--- config.mk ---
export PLATFORM = sky130hd
export DESIGN_NAME = mc_core
export DESIGN_NICKNAME = d
export VERILOG_FILES = /design/src/rtl/mc_core.sv
export SDC_FILE = /design/constraint.sdc
export NUM_CORES = 2
export LEC_CHECK = 0
export BUFFER_PORTS_ARGS = -buffer_cell sky130_fd_sc_hd__clkbuf_2
export CORE_MARGIN = 2
export CORE_UTILIZATION = 40
export DETAILED_ROUTE_END_ITERATION = 10
export SLEW_MARGIN = 10
export SYNTH_ARGS = -nofsm -noshare
export SYNTH_HDL_FRONTEND = slang
export SYNTH_SLANG_ARGS = --single-unit
--- constraint.sdc ---
create_clock -name clk -period 11.3 [get_ports clk]
set_input_delay 1.695 -clock clk [delete_from_list [all_inputs] [get_ports clk]]
set_output_delay 1.695 -clock clk [all_outputs]
set_load 0.02 [all_outputs]
--- src/rtl/mc_core.sv ---
// mc_core: multicycle RV32I-subset core (lw/sw/R/I ALU/beq/jal) with a single shared memory port.
// Define MC_ILLEGAL_TRAP_EN to halt on unsupported instructions; otherwise they retire as NOPs.
module mc_core #(
  parameter int XLEN = 32,
  parameter int NREGS = 32,
  parameter logic [XLEN-1:0] RESET_PC = '0
) (
  input  logic            clk,
  input  logic            rst_n,
  output logic            mem_req,
  output logic            mem_we,
  output logic [XLEN-1:0] mem_addr,
  output logic [XLEN-1:0] mem_wdata,
  input  logic [XLEN-1:0] mem_rdata,
  input  logic            mem_ack,
  output logic [XLEN-1:0] pc,
  output logic            instr_retired,
  output logic            halted
);
  localparam int RW = $clog2(NREGS);
  localparam logic [6:0] OP_LW = 7'b0000011, OP_SW = 7'b0100011, OP_R = 7'b0110011,
                         OP_I = 7'b0010011, OP_BEQ = 7'b1100011, OP_JAL = 7'b1101111;

  typedef enum logic [3:0] {
    FETCH, DECODE, MEMADR, MEMREAD, MEMWB, MEMWRITE, EXECR, EXECI, ALUWB, BEQ, JAL
`ifdef MC_ILLEGAL_TRAP_EN
    , HALT
`endif
  } state_t;

  state_t state_q, state_d;
  logic [XLEN-1:0] pc_q, pc_d, oldpc_q, oldpc_d;
  logic [XLEN-1:0] a_q, a_d, b_q, b_d, aluout_q, aluout_d, data_q, data_d;
  logic [31:0] ir_q, ir_d;
  logic retired_q, retired_d;
  logic [XLEN-1:0] rf_q [NREGS];

  logic [6:0] opcode, f7;
  logic [2:0] f3;
  logic [RW-1:0] rs1, rs2, rd;
  logic [XLEN-1:0] imm_i, imm_s, imm_b, imm_j, rs1_v, rs2_v;
  logic [XLEN-1:0] alu_b, alu_res, rf_wd;
  logic alu_f3_ok, is_mem, is_r, is_i, is_beq, is_jal, legal, alu_sub, slt, rf_we;
  state_t target;

  assign opcode = ir_q[6:0];
  assign f3     = ir_q[14:12];
  assign f7     = ir_q[31:25];
  assign rs1    = ir_q[15 +: RW];
  assign rs2    = ir_q[20 +: RW];
  assign rd     = ir_q[7 +: RW];

  assign imm_i = {{(XLEN-12){ir_q[31]}}, ir_q[31:20]};
  assign imm_s = {{(XLEN-12){ir_q[31]}}, ir_q[31:25], ir_q[11:7]};
  assign imm_b = {{(XLEN-13){ir_q[31]}}, ir_q[31], ir_q[7], ir_q[30:25], ir_q[11:8], 1'b0};
  assign imm_j = {{(XLEN-21){ir_q[31]}}, ir_q[31], ir_q[19:12], ir_q[20], ir_q[30:21], 1'b0};

  assign rs1_v = (rs1 == '0) ? '0 : rf_q[rs1];
  assign rs2_v = (rs2 == '0) ? '0 : rf_q[rs2];

  assign alu_f3_ok = (f3 == 3'b000) || (f3 == 3'b010) || (f3 == 3'b110) || (f3 == 3'b111);
  assign is_mem = (opcode == OP_LW || opcode == OP_SW) && f3 == 3'b010;
  assign is_r   = opcode == OP_R && alu_f3_ok && (f7 == 7'b0 || (f7 == 7'b0100000 && f3 == 3'b000));
  assign is_i   = opcode == OP_I && alu_f3_ok;
  assign is_beq = opcode == OP_BEQ && f3 == 3'b000;
  assign is_jal = opcode == OP_JAL;
  assign legal  = is_mem || is_r || is_i || is_beq || is_jal;
  assign target = is_mem ? MEMADR : is_r ? EXECR : is_i ? EXECI : is_beq ? BEQ : JAL;

  assign alu_b   = (state_q == EXECR) ? b_q : imm_i;
  assign alu_sub = state_q == EXECR && f7 == 7'b0100000;
  assign slt     = $signed(a_q) < $signed(alu_b);
  assign alu_res = (f3 == 3'b000) ? (alu_sub ? a_q - alu_b : a_q + alu_b) :
                   (f3 == 3'b010) ? {{(XLEN-1){1'b0}}, slt} :
                   (f3 == 3'b110) ? (a_q | alu_b) : (a_q & alu_b);

  assign rf_we = state_q == MEMWB || state_q == ALUWB || state_q == JAL;
  assign rf_wd = (state_q == MEMWB) ? data_q : (state_q == JAL) ? oldpc_q + XLEN'(4) : aluout_q;

  always_comb begin
    state_d  = state_q;
    pc_d     = pc_q;
    oldpc_d  = oldpc_q;
    ir_d     = ir_q;
    a_d      = a_q;
    b_d      = b_q;
    aluout_d = aluout_q;
    data_d   = data_q;
    case (state_q)
      FETCH: if (mem_ack) begin
        ir_d    = mem_rdata[31:0];
        oldpc_d = pc_q;
        pc_d    = pc_q + XLEN'(4);
        state_d = DECODE;
      end
      DECODE: begin
        a_d      = rs1_v;
        b_d      = rs2_v;
        aluout_d = oldpc_q + (is_jal ? imm_j : imm_b);
`ifdef MC_ILLEGAL_TRAP_EN
        state_d  = legal ? target : HALT;
        pc_d     = legal ? pc_q : oldpc_q;
`else
        state_d  = legal ? target : FETCH;
`endif
      end
      MEMADR: begin
        aluout_d = a_q + (opcode[5] ? imm_s : imm_i);
        state_d  = opcode[5] ? MEMWRITE : MEMREAD;
      end
      MEMREAD: if (mem_ack) begin
        data_d  = mem_rdata;
        state_d = MEMWB;
      end
      MEMWRITE: state_d = mem_ack ? FETCH : MEMWRITE;
      EXECR, EXECI: begin
        aluout_d = alu_res;
        state_d  = ALUWB;
      end
      BEQ: begin
        pc_d    = (a_q == b_q) ? aluout_q : pc_q;
        state_d = FETCH;
      end
      JAL: begin
        pc_d    = aluout_q;
        state_d = FETCH;
      end
`ifdef MC_ILLEGAL_TRAP_EN
      HALT: state_d = HALT;
`endif
      default: state_d = FETCH;
    endcase
  end

  // Retire is registered so the pulse lands in the first FETCH cycle after an instruction ends.
  assign retired_d = state_q != FETCH && state_d == FETCH;

  always_ff @(posedge clk or negedge rst_n) begin
    if (!rst_n) begin
      state_q   <= FETCH;
      pc_q      <= RESET_PC;
      oldpc_q   <= '0;
      ir_q      <= '0;
      a_q       <= '0;
      b_q       <= '0;
      aluout_q  <= '0;
      data_q    <= '0;
      retired_q <= 1'b0;
    end else begin
      state_q   <= state_d;
      pc_q      <= pc_d;
      oldpc_q   <= oldpc_d;
      ir_q      <= ir_d;
      a_q       <= a_d;
      b_q       <= b_d;
      aluout_q  <= aluout_d;
      data_q    <= data_d;
      retired_q <= retired_d;
    end
  end

  always_ff @(posedge clk) begin
    if (rf_we && rd != '0) rf_q[rd] <= rf_wd;
  end

  // Gating with rst_n drops an in-flight request the moment reset asserts.
  assign mem_req       = rst_n && (state_q == FETCH || state_q == MEMREAD || state_q == MEMWRITE);
  assign mem_we        = state_q == MEMWRITE;
  assign mem_addr      = (state_q == FETCH) ? pc_q : aluout_q;
  assign mem_wdata     = b_q;
  assign pc            = pc_q;
  assign instr_retired = retired_q;
`ifdef MC_ILLEGAL_TRAP_EN
  assign halted = state_q == HALT;
`else
  assign halted = 1'b0;
`endif
endmodule

* Word-level counts from Yosys, hierarchy flattened
Memory sizes are Yosys's and may differ from the RTL's.
Cells that the tools add are included.
** Storage, ports and cells
- Bits in registers :: 229
- Memory bits (writable) :: 1024
- Input bits :: 35
- Output and inout port bits :: 100
- Memories :: 1
** Cells by class
- Add/subtract/negate cells :: 6
- Order comparisons :: 1
- Eq/ne operators :: 23
- Mux-type cells :: 28
- Bitwise gates (word level) :: 2
- Reduce and logical (&&, ||, !) cells :: 37
** Memories
- rf_q :: words 32, bits a word 32, rd ports 2, clocked after memory_dff 0, wr ports 1, RTL line 36 : logic [XLEN-1:0] rf_q [NREGS];
** Operators with widths (count)
- 2-to-1 mux 32 bit :: 12
- one-hot mux 32 bit (3 select lines) :: 2
- adder 32 bit :: 3
- adder 32 x 3 -> 32 bit (second input constant) :: 2
- bitwise AND 32 bit :: 1
- equality test 32 bit :: 1
- less-than comparator 32 bit :: 1
- bitwise OR 32 bit :: 1
- subtractor 32 bit :: 1
- 2-to-1 mux 4 bit :: 6
- one-hot mux 4 bit (6 select lines) :: 1
- equality test 7 x 6 -> 1 bit (second input constant) :: 3
- 2-to-1 mux 20 bit :: 1
- equality test 4 x 3 -> 1 bit (second input constant) :: 4
- equality test 7 bit (second input constant) :: 2
- logical OR 1 bit :: 13
- equality test 4 bit (second input constant) :: 3
- logical AND 1 bit :: 10
- zero test 5 bit :: 2
- equality test 4 x 2 -> 1 bit (second input constant) :: 2
- zero test 4 bit :: 2
- equality test 7 x 2 -> 1 bit (second input constant) :: 1
- equality test 7 x 5 -> 1 bit (second input constant) :: 1
- zero test 7 bit :: 1
- other kinds (15) :: 21

* Depth between registers and ports, before layout
- Depth in word-level cells :: 14
- Gate-level depth with buffers :: 20
- Mapped depth without buffers :: 16

* Worst setup path after synthesis
Ideal clock, no wire load.
- Path type :: flip-flop to flip-flop
- Start :: register state_q[1]
- End :: register aluout_q[27]
- Library setup time :: 0.065 ns
- Arrival time :: 3.967 ns
- Setup slack :: 7.268 ns
- Stages on the path, launching flop included :: 19
- Clock period less this slack :: 4.032 ns
- Cells stage by stage :: dfrtp_1 -> buf_2 -> nand2b_1 -> nor2_2 -> clkbuf_1 -> clkbuf_1 -> nand2_1 -> nand2_1 -> inv_1 -> ha_1 -> nor4_1 -> nand2_1 -> or4_1 -> o211ai_2 -> a21oi_2 -> o21bai_2 -> xor2_1 -> a221oi_1 -> o22a_1
** Between the ends
- Cells in the longest elaborated chain, start to end :: 7
- Elaborated cells between the ends (all ways) :: 17
** Ends and longest elaborated chain
- start, declared :: RTL line 31 : state_t state_q, state_d;
- start signal, assigned :: RTL line 150 : state_q <= state_d;
- parallel branches: the longest is 7 deep, another holds adder 32 bit
- end signal, assigned :: RTL line 156 : aluout_q <= aluout_d;
- end, declared :: RTL line 33 : logic [XLEN-1:0] a_q, a_d, b_q, b_d, aluout_q, aluout_d, data_q, data_d;
Several ways; the timed one is not identified.
A chain may end at the register's enable or synchronous reset.

* Final worst setup path
- Start :: register state_q[2]
- End :: register aluout_q[28]
The elaborated chain is that of the path after synthesis.

==> metrics <==
status=finished clean; Clock Power Share=0.246; Post-Syn Instances=4383; post-synthesis sequential area ratio=0.548; area grow syn2layout=12.5%; RSZ-0062 raised after global routing=no; Seq pwr share=0.360; Seq cells post-synth=1253; first-pass GRT wire length=310000 um; share of cells above drive strength 1=0.303; FP Rows=149; # setup viols final=0; Overall Global Routing Usage=0.255; drc violations=0; Synth async-reset ratio=0.183; worst-path maximum fanout=34; most frequent cells in the layout=edfxtp_1, mux4_2, nand2_1, dfrtp_1, mux2_2; EDFF count, synth=1024; normalized max-slew margin=0.209; CTS Buf Count=139; final hold violation count=0; endpoint class of the critical path=flip-flop; r2r setup slk=5.84 ns; post-CTS sizing=0; leading cell type in the layout, fill and taps excluded=edfxtp_1; Max Clock Freq=0.183 GHz; Final Instance Area=74900 sq um; Top Ports=135; TNS Setup=0 ns; synth warn=0; Mapped Avg Cell Area=15.2 sq um; Routed WL=217000 um; crit path DAT=6.13 ns; P_leak=25.5 nW; htree depth=4; Net Sw Power=7.07 mW; Root Driver=clkbuf_16; Tightest Pin Transition=1.17 ns; clock sinks=1253; Max Buffers Root-to-Sink=3; max_cap viols=0; max-slew violations=0; Routed WL per cell=31.8 um; sw frac=0.383; Final period util=0.484; worst min path class=flip-flop to flip-flop; TritonCTS clock tree=done; Power, Total=18.5 mW; Initial Util=0.403; Die Wd=412 um; Antenna Nets Post-Route=0; main flop type after synthesis=edfxtp_1; minimum clock period=5.46 ns; Worst EP required=11.97 ns; Routability Congestion=0.933; Post-Syn Area=66600 sq um; Distinct cells, synth=99; Startpoint Class=flip-flop; CORE AREA=165000 sq um; die area=170000 sq um; DR vias/cell=6.31; GR Overflow Total=0; die height=412 um; cts hold-fix bufs=0; final clock skew=0.0289 ns; # port buffers=133; DR iter-0 viols=5345; number of global-route vias before repair=42900; via count=43100; Post-DP Area=70300 sq um; Post-CTS Setup Bufs=0; Peak VDD IR=140 uV; initial antenna violation count=8; Final nets=4718; Combinational Power Share=0.395; cell internal pwr=11.4 mW; largest net degree at the start of global routing=128; post-DP HPWL=134000 um; clock-pin slew on the worst setup and hold paths=0.06 ns; Setup Crit Path Kind=flip-flop to flip-flop; P per Cell Area=247 nW/um^2; DRT Pass-1 Iters=6; worst-skew pair later-pin latency=0.79 ns
sequential cells by signal, indices dropped and copies added, names as in the netlist:
signal / count
instr_retired: 1
a_q: 32
pc: 32
data_q: 32
mem_wdata: 32
ir_q: 32
state_q: 4
oldpc_q: 32
aluout_q: 32
rf_q: 1024
cell usage after synthesis, types with 17 or more instances:
master	number	area share
buf_2	55	0.0041
nor2_1	218	0.012
a21o_1	39	0.0044
dfrtp_1	229	0.086
clkbuf_1	185	0.010
mux4_2	608	0.21
nand2_1	263	0.015
o31ai_1	20	0.0023
nor3_1	51	0.0038
xnor2_1	67	0.0088
nor4_1	20	0.0019
inv_1	109	0.0061
nor2b_1	40	0.0038
and3_1	19	0.0018
o221ai_1	20	0.0026
o21ai_0	210	0.016
nand3_1	60	0.0045
a31oi_1	26	0.0024
o21ai_1	17	0.0013
o22ai_1	62	0.0058
o211ai_1	18	0.0020
o22a_1	20	0.0026
a211oi_1	18	0.0020
buf_1	36	0.0020
a21oi_1	196	0.015
edfxtp_1	1024	0.46
o32ai_1	26	0.0034
ha_1	159	0.030
nand4_1	24	0.0023
mux2i_1	54	0.0081
mux2_2	200	0.034
xor2_1	85	0.011
area by class of cell:
| type | count | area, sq um |
|---|---|---|
| Fill cell | 14500 | 90300 |
| Sequential cell | 1253 | 36500 |
| Multi-Input combinational cell | 2761 | 29000 |
| Clock buffer | 175 | 3720 |
| Tap cell | 2189 | 2740 |
| Timing Repair Buffer | 252 | 1620 |
| Clock inverter | 77 | 830 |
| Inverter | 113 | 424 |
| Antenna cell | 3 | 7.51 |
worst max-delay path: stages (launching register included):
cell and delay, ns:
dfrtp_1 0.69, nand2b_1 0.34, nor2_4 0.83, mux2_2 0.34, ha_1 0.18, inv_1 0.07, fa_1 0.40, nor2b_1 0.16
o21ai_1 0.30, a211oi_2 0.15, a211oi_2 0.61, a21oi_2 0.17, a31oi_2 0.35, a22oi_2 0.14, xor2_1 0.14, a211oi_1 0.09
o32a_1 0.34
final timing paths:
check / to / cells past startpoint / start
setup / recovery: aluout_q[28] / 16 / state_q[2]
max in group asynchronous: mem_wdata[15] / 3 / rst_n
hold reg to reg: data_q[8] / 1 / data_q[8]
hold / removal: data_q[8] / 1 / data_q[8]
setup reg to reg: aluout_q[28] / 16 / state_q[2]
min in group asynchronous: pc[22] / 1 / rst_n
metal layers:
| metal | up-vias | GRT usage | share of wire |
|---|---|---|---|
| met5 | - | 0 | 0 |
| met4 | 0 | 0.0990 | 0.042 |
| met3 | 440 | 0.0550 | 0.087 |
| met2 | 2028 | 0.410 | 0.48 |
| met1 | 22600 | 0.340 | 0.39 |
| li1 | 17900 | - | - |
kinds of logic after synthesis:
kind of cell / count (synthesis) / synth area share
compound gates: 783 / 0.0752
xor+xnor: 152 / 0.0200
fa+ha+maj: 163 / 0.0311
buf+inv: 401 / 0.0246
flops: 1253 / 0.548
mux: 862 / 0.248
other cells: 1 / 0.0000563
simple gates: 768 / 0.0533
power by group through the flow:
| stage | Combinational (mW) | Sequential (mW) | Clock, mW |
|---|---|---|---|
| finish | 7.29 | 6.65 | 4.54 |
| global route | 7.84 | 6.68 | 4.79 |
| CTS | 7.25 | 6.64 | 4.60 |
| detailed placement | 7.23 | 6.73 | 0 |
| global placement | 7.20 | 6.73 | 0 |
| floorplan | 5.08 | 6.36 | 0 |
through the flow:
| step | setup slack [ns] | instances | util | hold WS [ns] |
|---|---|---|---|---|
| 3_3_place_gp | 5.98 | 6568 | 0.426 | 0.488 |
| 4_1_cts | 5.85 | 6820 | 0.453 | 0.508 |
| 2_1_floorplan | 7.27 | 4415 | - | 0.479 |
| 3_5_place_dp | 5.86 | 6568 | 0.426 | 0.493 |
| 5_1_grt | 5.55 | 6820 | 0.453 | 0.518 |
| 6_report | 5.84 | 6823 | 0.453 | 0.510 |
Power figures use the tool's default switching activity.
